**config.mk**
```make
export PLATFORM = sky130hd
export DESIGN_NAME = ip4_sm_arb
export DESIGN_NICKNAME = d
export VERILOG_FILES = /design/src/rtl/ip4_sm_arb.sv
export SDC_FILE = /design/constraint.sdc
export NUM_CORES = 1
export LEC_CHECK = 0
export ABC_AREA = 1
export BUFFER_PORTS_ARGS = -buffer_cell sky130_fd_sc_hd__buf_2
export CORE_ASPECT_RATIO = 0.8
export CORE_MARGIN = 10
export CORE_UTILIZATION = 30
export CTS_CLUSTER_SIZE = 40
export DETAILED_ROUTE_END_ITERATION = 8
export PLACE_DENSITY = 0.57
export SYNTH_ARGS = -nofsm -noshare
export SYNTH_HDL_FRONTEND = slang
export SYNTH_SLANG_ARGS = --single-unit
```
**constraint.sdc**
```tcl
create_clock -name clk -period 2.6 [get_ports clk]
set_clock_uncertainty 0.15 [all_clocks]
set_input_delay 0.39 -clock clk [delete_from_list [all_inputs] [get_ports clk]]
set_output_delay 0.39 -clock clk [all_outputs]
set_load 0.05 [all_outputs]
```
**src/rtl/ip4_sm_arb.sv**
```systemverilog
// Round-robin arbiter sharing one single-port IP4 scratch-memory bank among NREQ requesters.
// Registers the winning access onto the bank port and returns read data with a tagged valid pulse.
module ip4_sm_arb #(
  parameter int unsigned NREQ     = 4,
  parameter int unsigned ADR_W    = 10,
  parameter int unsigned DAT_W    = 32,
  parameter int unsigned LOCK_MAX = 8
) (
  input  logic                    clk,
  input  logic                    rst,
  input  logic [NREQ-1:0]         req,
  input  logic [NREQ-1:0]         req_wen,
  input  logic [NREQ-1:0]         req_lock,
  input  logic [NREQ*ADR_W-1:0]   req_adr,
  input  logic [NREQ*DAT_W-1:0]   req_dat,
  output logic [NREQ-1:0]         gnt,
  output logic [NREQ-1:0]         rvld,
  output logic [DAT_W-1:0]        rdat,
  output logic                    sm_wen,
  output logic [ADR_W-1:0]        sm_adr,
  output logic [DAT_W-1:0]        sm_datai,
  input  logic [DAT_W-1:0]        sm_datao
);

  localparam int unsigned PW = (NREQ > 2) ? $clog2(NREQ) : 1;
  localparam logic [7:0]  LM = 8'(LOCK_MAX);

  typedef logic [PW-1:0] id_t;
  typedef enum logic {ST_IDLE, ST_LOCKED} lock_st_e;

  lock_st_e           state_q, state_d;
  id_t                ptr_q, ptr_d;
  id_t                own_q, own_d;
  logic [7:0]         lcnt_q, lcnt_d;

  logic               sm_wen_q, sm_wen_d;
  logic [ADR_W-1:0]   sm_adr_q, sm_adr_d;
  logic [DAT_W-1:0]   sm_datai_q, sm_datai_d;
  logic               iss_rd_q, iss_rd_d;
  id_t                iss_id_q, iss_id_d;
  logic               ret_vld_q;
  id_t                ret_id_q;

  logic [ADR_W-1:0]   adr_a [NREQ];
  logic [DAT_W-1:0]   dat_a [NREQ];

  for (genvar g = 0; g < NREQ; g++) begin : g_unpack
    assign adr_a[g] = req_adr[g*ADR_W +: ADR_W];
    assign dat_a[g] = req_dat[g*DAT_W +: DAT_W];
  end

  logic               acc;
  logic               hold;
  id_t                win;
  id_t                win_nxt;
  id_t                idx;
  logic [7:0]         lcnt_inc;

  // Arbitration: a live lock owner wins outright, otherwise scan from ptr.
  always_comb begin
    acc  = 1'b0;
    win  = '0;
    idx  = '0;
    hold = (state_q == ST_LOCKED) && req[own_q];
    if (hold) begin
      acc = 1'b1;
      win = own_q;
    end else begin
      for (int unsigned k = 0; k < NREQ; k++) begin
        idx = id_t'((32'(ptr_q) + k) % NREQ);
        if (!acc && req[idx]) begin
          acc = 1'b1;
          win = idx;
        end
      end
    end
    gnt = '0;
    if (acc) gnt[win] = 1'b1;
    win_nxt = (win == id_t'(NREQ - 1)) ? '0 : win + 1'b1;
  end

  // Lock sequencing. ptr is always loaded with winner+1 on accept; during a lock
  // the winner is the owner, so ptr stays at own+1 for the whole lock.
  always_comb begin
    state_d  = state_q;
    own_d    = own_q;
    lcnt_d   = lcnt_q;
    ptr_d    = ptr_q;
    lcnt_inc = (lcnt_q >= LM) ? LM : lcnt_q + 8'd1;
    if (!hold) state_d = ST_IDLE;
    if (acc) begin
      ptr_d = win_nxt;
      if (hold) begin
        if (req_lock[win]) begin
          lcnt_d = lcnt_inc;
          if (lcnt_inc >= LM) state_d = ST_IDLE;
        end else begin
          state_d = ST_IDLE;
        end
      end else if (req_lock[win]) begin
        own_d  = win;
        lcnt_d = 8'd1;
        if (LM > 8'd1) state_d = ST_LOCKED;
      end
    end
  end

  always_comb begin
    sm_wen_d   = acc & req_wen[win];
    sm_adr_d   = acc ? adr_a[win] : sm_adr_q;
    sm_datai_d = acc ? dat_a[win] : sm_datai_q;
    iss_rd_d   = acc & ~req_wen[win];
    iss_id_d   = acc ? win : iss_id_q;
  end

  always_ff @(posedge clk or posedge rst) begin
    if (rst) begin
      state_q    <= ST_IDLE;
      ptr_q      <= '0;
      own_q      <= '0;
      lcnt_q     <= '0;
      sm_wen_q   <= 1'b0;
      sm_adr_q   <= '0;
      sm_datai_q <= '0;
      iss_rd_q   <= 1'b0;
      iss_id_q   <= '0;
      ret_vld_q  <= 1'b0;
      ret_id_q   <= '0;
    end else begin
      state_q    <= state_d;
      ptr_q      <= ptr_d;
      own_q      <= own_d;
      lcnt_q     <= lcnt_d;
      sm_wen_q   <= sm_wen_d;
      sm_adr_q   <= sm_adr_d;
      sm_datai_q <= sm_datai_d;
      iss_rd_q   <= iss_rd_d;
      iss_id_q   <= iss_id_d;
      ret_vld_q  <= iss_rd_q;
      ret_id_q   <= iss_id_q;
    end
  end

  always_comb begin
    rvld = '0;
    if (ret_vld_q) rvld[ret_id_q] = 1'b1;
  end

  assign rdat     = sm_datao;
  assign sm_wen   = sm_wen_q;
  assign sm_adr   = sm_adr_q;
  assign sm_datai = sm_datai_q;

endmodule
```
## Yosys cells after proc, flatten, opt, wreduce, memory -nomap -nowiden

Index checks and enable logic that the tools add are counted.
Widths: inputs -> output; s select.

- Bitwise logic cells: 5
- Div/mod/pow operators: 0
- Add/subtract/negate cells: 5
- Reductions and logical operators: 11
- Shift operators: 0
- $lt $le $gt $ge: 12
- Multiplexer cells: 50
- Multiply operators: 0
- Equality and inequality tests: 1

Operators by type and width:

| cell | number |
|---|---|
| $bmux 32 s2 | 1 |
| $mux 32 | 2 |
| $mux 8 | 4 |
| $mux 1 | 23 |
| $lt 2x3->1 const B | 7 |
| $bmux 10 s2 | 1 |
| $mux 10 | 2 |
| $ge 8x4->1 const B | 2 |
| $bmux 1 s2 | 7 |
| $mux 2 | 6 |
| $add 8x1->8 const B | 1 |
| $mux 4 | 2 |
| $logic_and 1x1->1 | 6 |
| $add 2x1->2 const B | 2 |
| $add 2x2->2 const B | 2 |
| $demux 1 s2 | 2 |
| $ge 2x1->1 const B | 2 |
| $ge 3x3->1 const B | 1 |
| $logic_not 1->1 | 3 |
| $not 2->3 | 1 |
| $reduce_and 3->1 | 1 |
| $and 1x1->1 | 2 |
| $eq 2x2->1 const B | 1 |
| $not 1->1 | 2 |
| $reduce_and 2->1 | 1 |

- Memories kept: 0
- Bits in read-only memories: 0
- Flip-flop bits (word level): 62
- Bits of input ports: 214
- Output and inout port bits: 83
- Logic and storage cells: 95
- RAM bits: 0
- Bits in latches: 0

## Longest topological paths before layout

- Word-level depth: 21
- Mapped depth: 18
- Depth with buffers taken out: 17

## Worst setup path after synthesis

No wires, ideal clock.

- Path kind: register -> output
- Start point: register ptr_q[0]
- End point: output gnt[2]
- Data required time: 2060 ps
- Slack: 1 ps
- Stages on the path, launching flop included: 16
- Buffers on the path: 3
- Data arrival time: 2059 ps
- Cells stage by stage: dfrtp_1 -> buf_6 -> inv_4 -> nand2_1 -> nand3_1 -> nand2_1 -> nor2_4 -> nand3_1 -> nand3_1 -> nand2_1 -> nand2_1 -> buf_4 -> buf_2 -> ha_1 -> nand2_1 -> inv_1

- Longest elaborated chain between the ends: 21
- Elaborated cells on any way between the ends: 36
- Classes of those cells: add/sub (3); order compare (2); mux (24); reduce/logical (7)

RTL lines:

| item | RTL line | source |
|---|---|---|
| start: declaration | 32 | `id_t ptr_q, ptr_d;` |
| start signal: assignment | 131 | `ptr_q <= ptr_d;` |
| $bmux 1 s2 | 71 | `if (!acc && req[idx]) begin` |
| $mux 1 (implied by the code) | 71 |  |
| $mux 1 | 71 |  |
| $mux 1 | 65 | `if (hold) begin` |
| $logic_not 1->1 | 71 |  |
| $logic_and 1x1->1 | 71 |  |
| $mux 1 | 71 |  |
| $mux 1 | 65 |  |
| (+6 left out) | n/a |  |
| $mux 2 * | 71 |  |
| $mux 2 * | 65 |  |
| via win[1] | 54 | `id_t win;` |
| $lt 2x3->1 (implied by the code) or $ge 2x1->1 (tied branches) | 78 | `if (acc) gnt[win] = 1'b1;` |
| $logic_and 1x1->1 (implied by the code) | 78 |  |
| $mux 1 (implied by the code) | 78 |  |
| $demux 1 s2 * | 78 |  |
| $mux 4 * | 78 |  |
| end: declaration | 16 | `output logic [NREQ-1:0] gnt,` |

The timed path passes the listed nets; every way through them passes the cells marked *. The select of a mux whose other input is x is not followed.

## Worst setup path after layout

- Start point: register ptr_q[0]
- End point: output gnt[0]

- Longest elaborated chain between the ends: 21
- Elaborated cells on any way between the ends: 36
- Classes of those cells: add/sub (3); order compare (2); mux (24); reduce/logical (7)

RTL lines:

| item | RTL line |
|---|---|
| $bmux 1 s2 | 71 |
| $mux 1 (implied by the code) | 71 |
| $mux 1 | 71 |
| $mux 1 | 65 |
| $logic_not 1->1 | 71 |
| $logic_and 1x1->1 | 71 |
| $mux 1 | 71 |
| $mux 1 | 65 |
| (+5 left out) | n/a |
| $logic_and 1x1->1 | 71 |
| $mux 2 | 71 |
| $mux 2 | 65 |
| $lt 2x3->1 (implied by the code) or $ge 2x1->1 (tied branches) | 78 |
| $logic_and 1x1->1 (implied by the code) | 78 |
| $mux 1 (implied by the code) | 78 |
| $demux 1 s2 | 78 |
| $mux 4 * | 78 |

Every way passes the cells marked *; elsewhere a longest branch is shown, timed or not. The select of a mux whose other input is x is not followed.

==> results.toml <==
[synth]
synth.area.mux_share_pct = 0
synth_compound_area_share_pct = 2.295
synth_cell_types = 26
synth_area_per_cell_um2 = 6.505
synth_cells = 679
syn_nets = 899
synth_top_area_cell = "dfrtp_1"
seq_area_frac_synth_pct = 35.13
synth_top_family_by_area = "simple AND/OR/NAND/NOR gates"
yosys_warnings = 0
synth_top_area_share_pct = 35.13
yosys.area_share.simple_pct = 46.77
synth_xor_area_share_pct = 0.1983
synthAdderAreaFrac_pct = 1.700
synth.area.top_cells = "dfrtp_1, nand2_1, nand3_1"
synth-seq-cells = 62
syn_area_um2 = 4417

[setup_path]
critPathSlowestCell = "dfrtp_2"
cp.arrival_ns = 2.25
worst_path_largest_cell_delay_ns = 0.48
criticalPathCategory = "reg2out"
required_ns = 2.06
rrSetupSlack_ns = -0.15
critical_path.cell_chain = "clkinv_4, nand2_1, nand3_2, nand2_2, nor2_4, nand2_1, nand3_1, nand2_2, nand2_4, inv_6, ha_4, nand2_2, inv_2, buf_12"
end_kind = "output port"
crit_start = "ptr_q[0]$_DFFE_PP0P_"
worstRegToRegCells = 19
cp_num_cells = 14
cpMostUsedCell = "nand2_2"
worstSetupEndpoint = "gnt[0]"
cp_num_buf_inv = 4
crit_family = "simple AND/OR/NAND/NOR gates"
setup.worst_path.start_class = "flop"
r2r_end = "lcnt_q[3]$_DFFE_PP0P_"
r2r-start = "ptr_q[0]$_DFFE_PP0P_"
critPathMaxFanout = 6

[clock_network]
cts.sinks = 62
path_clk_slew_ns = 0.05
root_buffer = "clkbuf_16"
cts_tree = "built"
cts_buffers = 9
clock_latency_ns = 0.32
htree_num_levels = 3
cts_hold_buf = 0
clk_path_buf_depth = 2

[sta]
rsz0062_at_grt = "true"
setup-violations-final = 15
fin_crit_ns = 2.793
layout_setup_ws_ns = -0.1933
max_freq_mhz = 358.0
fin_hold_ws_ns = -0.01107
drv_slew = 0
tightest_slew_ns = 0.6123
post-route-period-util_pct = 107.4
max_slew_margin_pct = 59.12
hold_violations = 6

[floorplan]
io_pins = 297
rows = 39
fp.dieH_um = 128.5
floorplan.initialDensity_pct = 30.79
die_area_um2 = 20010
coreArea_um2 = 14350
die_x_um = 155.7

[placement]
hpwlAfterDp_mm = 12.44
gp_routability_congestion = 0.7956
numPortBuffers = 232

[outcome]
outcome = "finished with violations"
violations = "negative hold slack, negative setup slack"

[detailed_routing]
wl_per_cell_um = 15.73
firstDrtPassIters = 4
finalWirelength_mm = 16.85
route.vias.total = 4947
drtIter0Drc = 327
drc_errors = 0
vias_per_cell = 4.619
ant_nets = 0

[finish]
drive_above_1_share_pct = 36.79
layout_common_cells = "nand2_1, buf_2, nand3_1, dfrtp_1, inv_1"
regArea_um2 = 1554
multi_input_area_um2 = 2379
area_growth_pct = 40.11
post-route-util_pct = 43.14
layout_commonest_cell = "nand2_1"
final_nets = 1101
fillers = 1501

[global_route]
first_global_vias = 5033
overflow = 0
antenna_found_initial = 2
grt_first_pass_wirelength_mm = 25.63
grt_max_degree = 59
grt_use_total_pct = 15.54

[worst_hold_path]
hp-class = "in2async"

[flow_run]
max-cap-violations = 0
metal layers:
layer	track usage (%)	wire, um	part of all wire, %
met4	3.462	238	1.4
met3	8.691	2180	13
met2	23.77	7165	43
met1	18.73	7247	43
met5	0	13	0.077
synth_stat cells, drive strengths merged:
library cell	n
clkbuf	5
dfrtp	62
a21oi	3
o21ai	4
a21boi	4
nand3	145
nor3	5
nor3b	1
nand2	331
ha	6
nand3b	1
buf	68
nor2	8
a31oi	1
xnor2	1
inv	31
o211ai	3
cells by family after synthesis:
logic type / count (synthesis)
compound gates: 15
buf+inv: 104
xor+xnor: 1
simple gates: 491
flops: 62
fa+ha+maj: 6
how the worst min path moves through the flow:
| stage | startpoint | end | slack [ns] |
|---|---|---|---|
| 3_5_place_dp | iss_rd_q$_DFF_PP0_ | ret_vld_q$_DFF_PP0_ | 0.19 |
| 6_report | rst | sm_adr[0]$_DFFE_PP0P_ | -0.01 |
| 4_1_cts | rst | lcnt_q[4]$_DFFE_PP0P_ | 0.02 |
| 3_3_place_gp | iss_rd_q$_DFF_PP0_ | ret_vld_q$_DFF_PP0_ | 0.18 |
| 2_1_floorplan | iss_rd_q$_DFF_PP0_ | ret_vld_q$_DFF_PP0_ | 0.18 |
| 5_1_grt | rst | sm_adr[0]$_DFFE_PP0P_ | 0.04 |
area by class of cell:
type | instances | share of cell area [%]
Multi-Input combinational cell | 513 | 38.44
Timing Repair Buffer | 263 | 25.56
Sequential cell | 62 | 25.11
Tap cell | 184 | 3.720
Clock buffer | 9 | 3.639
Inverter | 31 | 2.082
Clock inverter | 7 | 1.314
Timing Repair inverter | 1 | 0.1011
Antenna cell | 1 | 0.04044
metrics by stage:
stage	std cells	setup TNS (ns)	area, um^2	setup slack (ns)
floorplan	679	0	4417	0.0009472
global placement	1037	0	5528	0.05973
detailed placement	1037	0	5528	0.02066
CTS	1064	-0.3320	6056	-0.09519
global route	1070	-5.574	6186	-0.3114
finish	1071	-2.117	6188	-0.1933
sequential cells by signal (all words and copies together) (netlist names):
| name | flops |
|---|---|
| iss_rd_q | 1 |
| own_q | 2 |
| lcnt_q | 8 |
| sm_adr | 10 |
| sm_datai | 32 |
| sm_wen | 1 |
| ret_id_q | 2 |
| ptr_q | 2 |
| ret_vld_q | 1 |
| state_q | 1 |
| iss_id_q | 2 |
timing repair:
action                                  CTS  global route
endpoints found under the setup margin    4            55
pin swaps                                14             8
gates cloned                              0             3
setup buffers                            11             4
gates resized for setup                  42            17
Power is left out: the tool's default activity adds up to more than one toggle a clock period on the data nets, which glitch-free logic cannot reach.
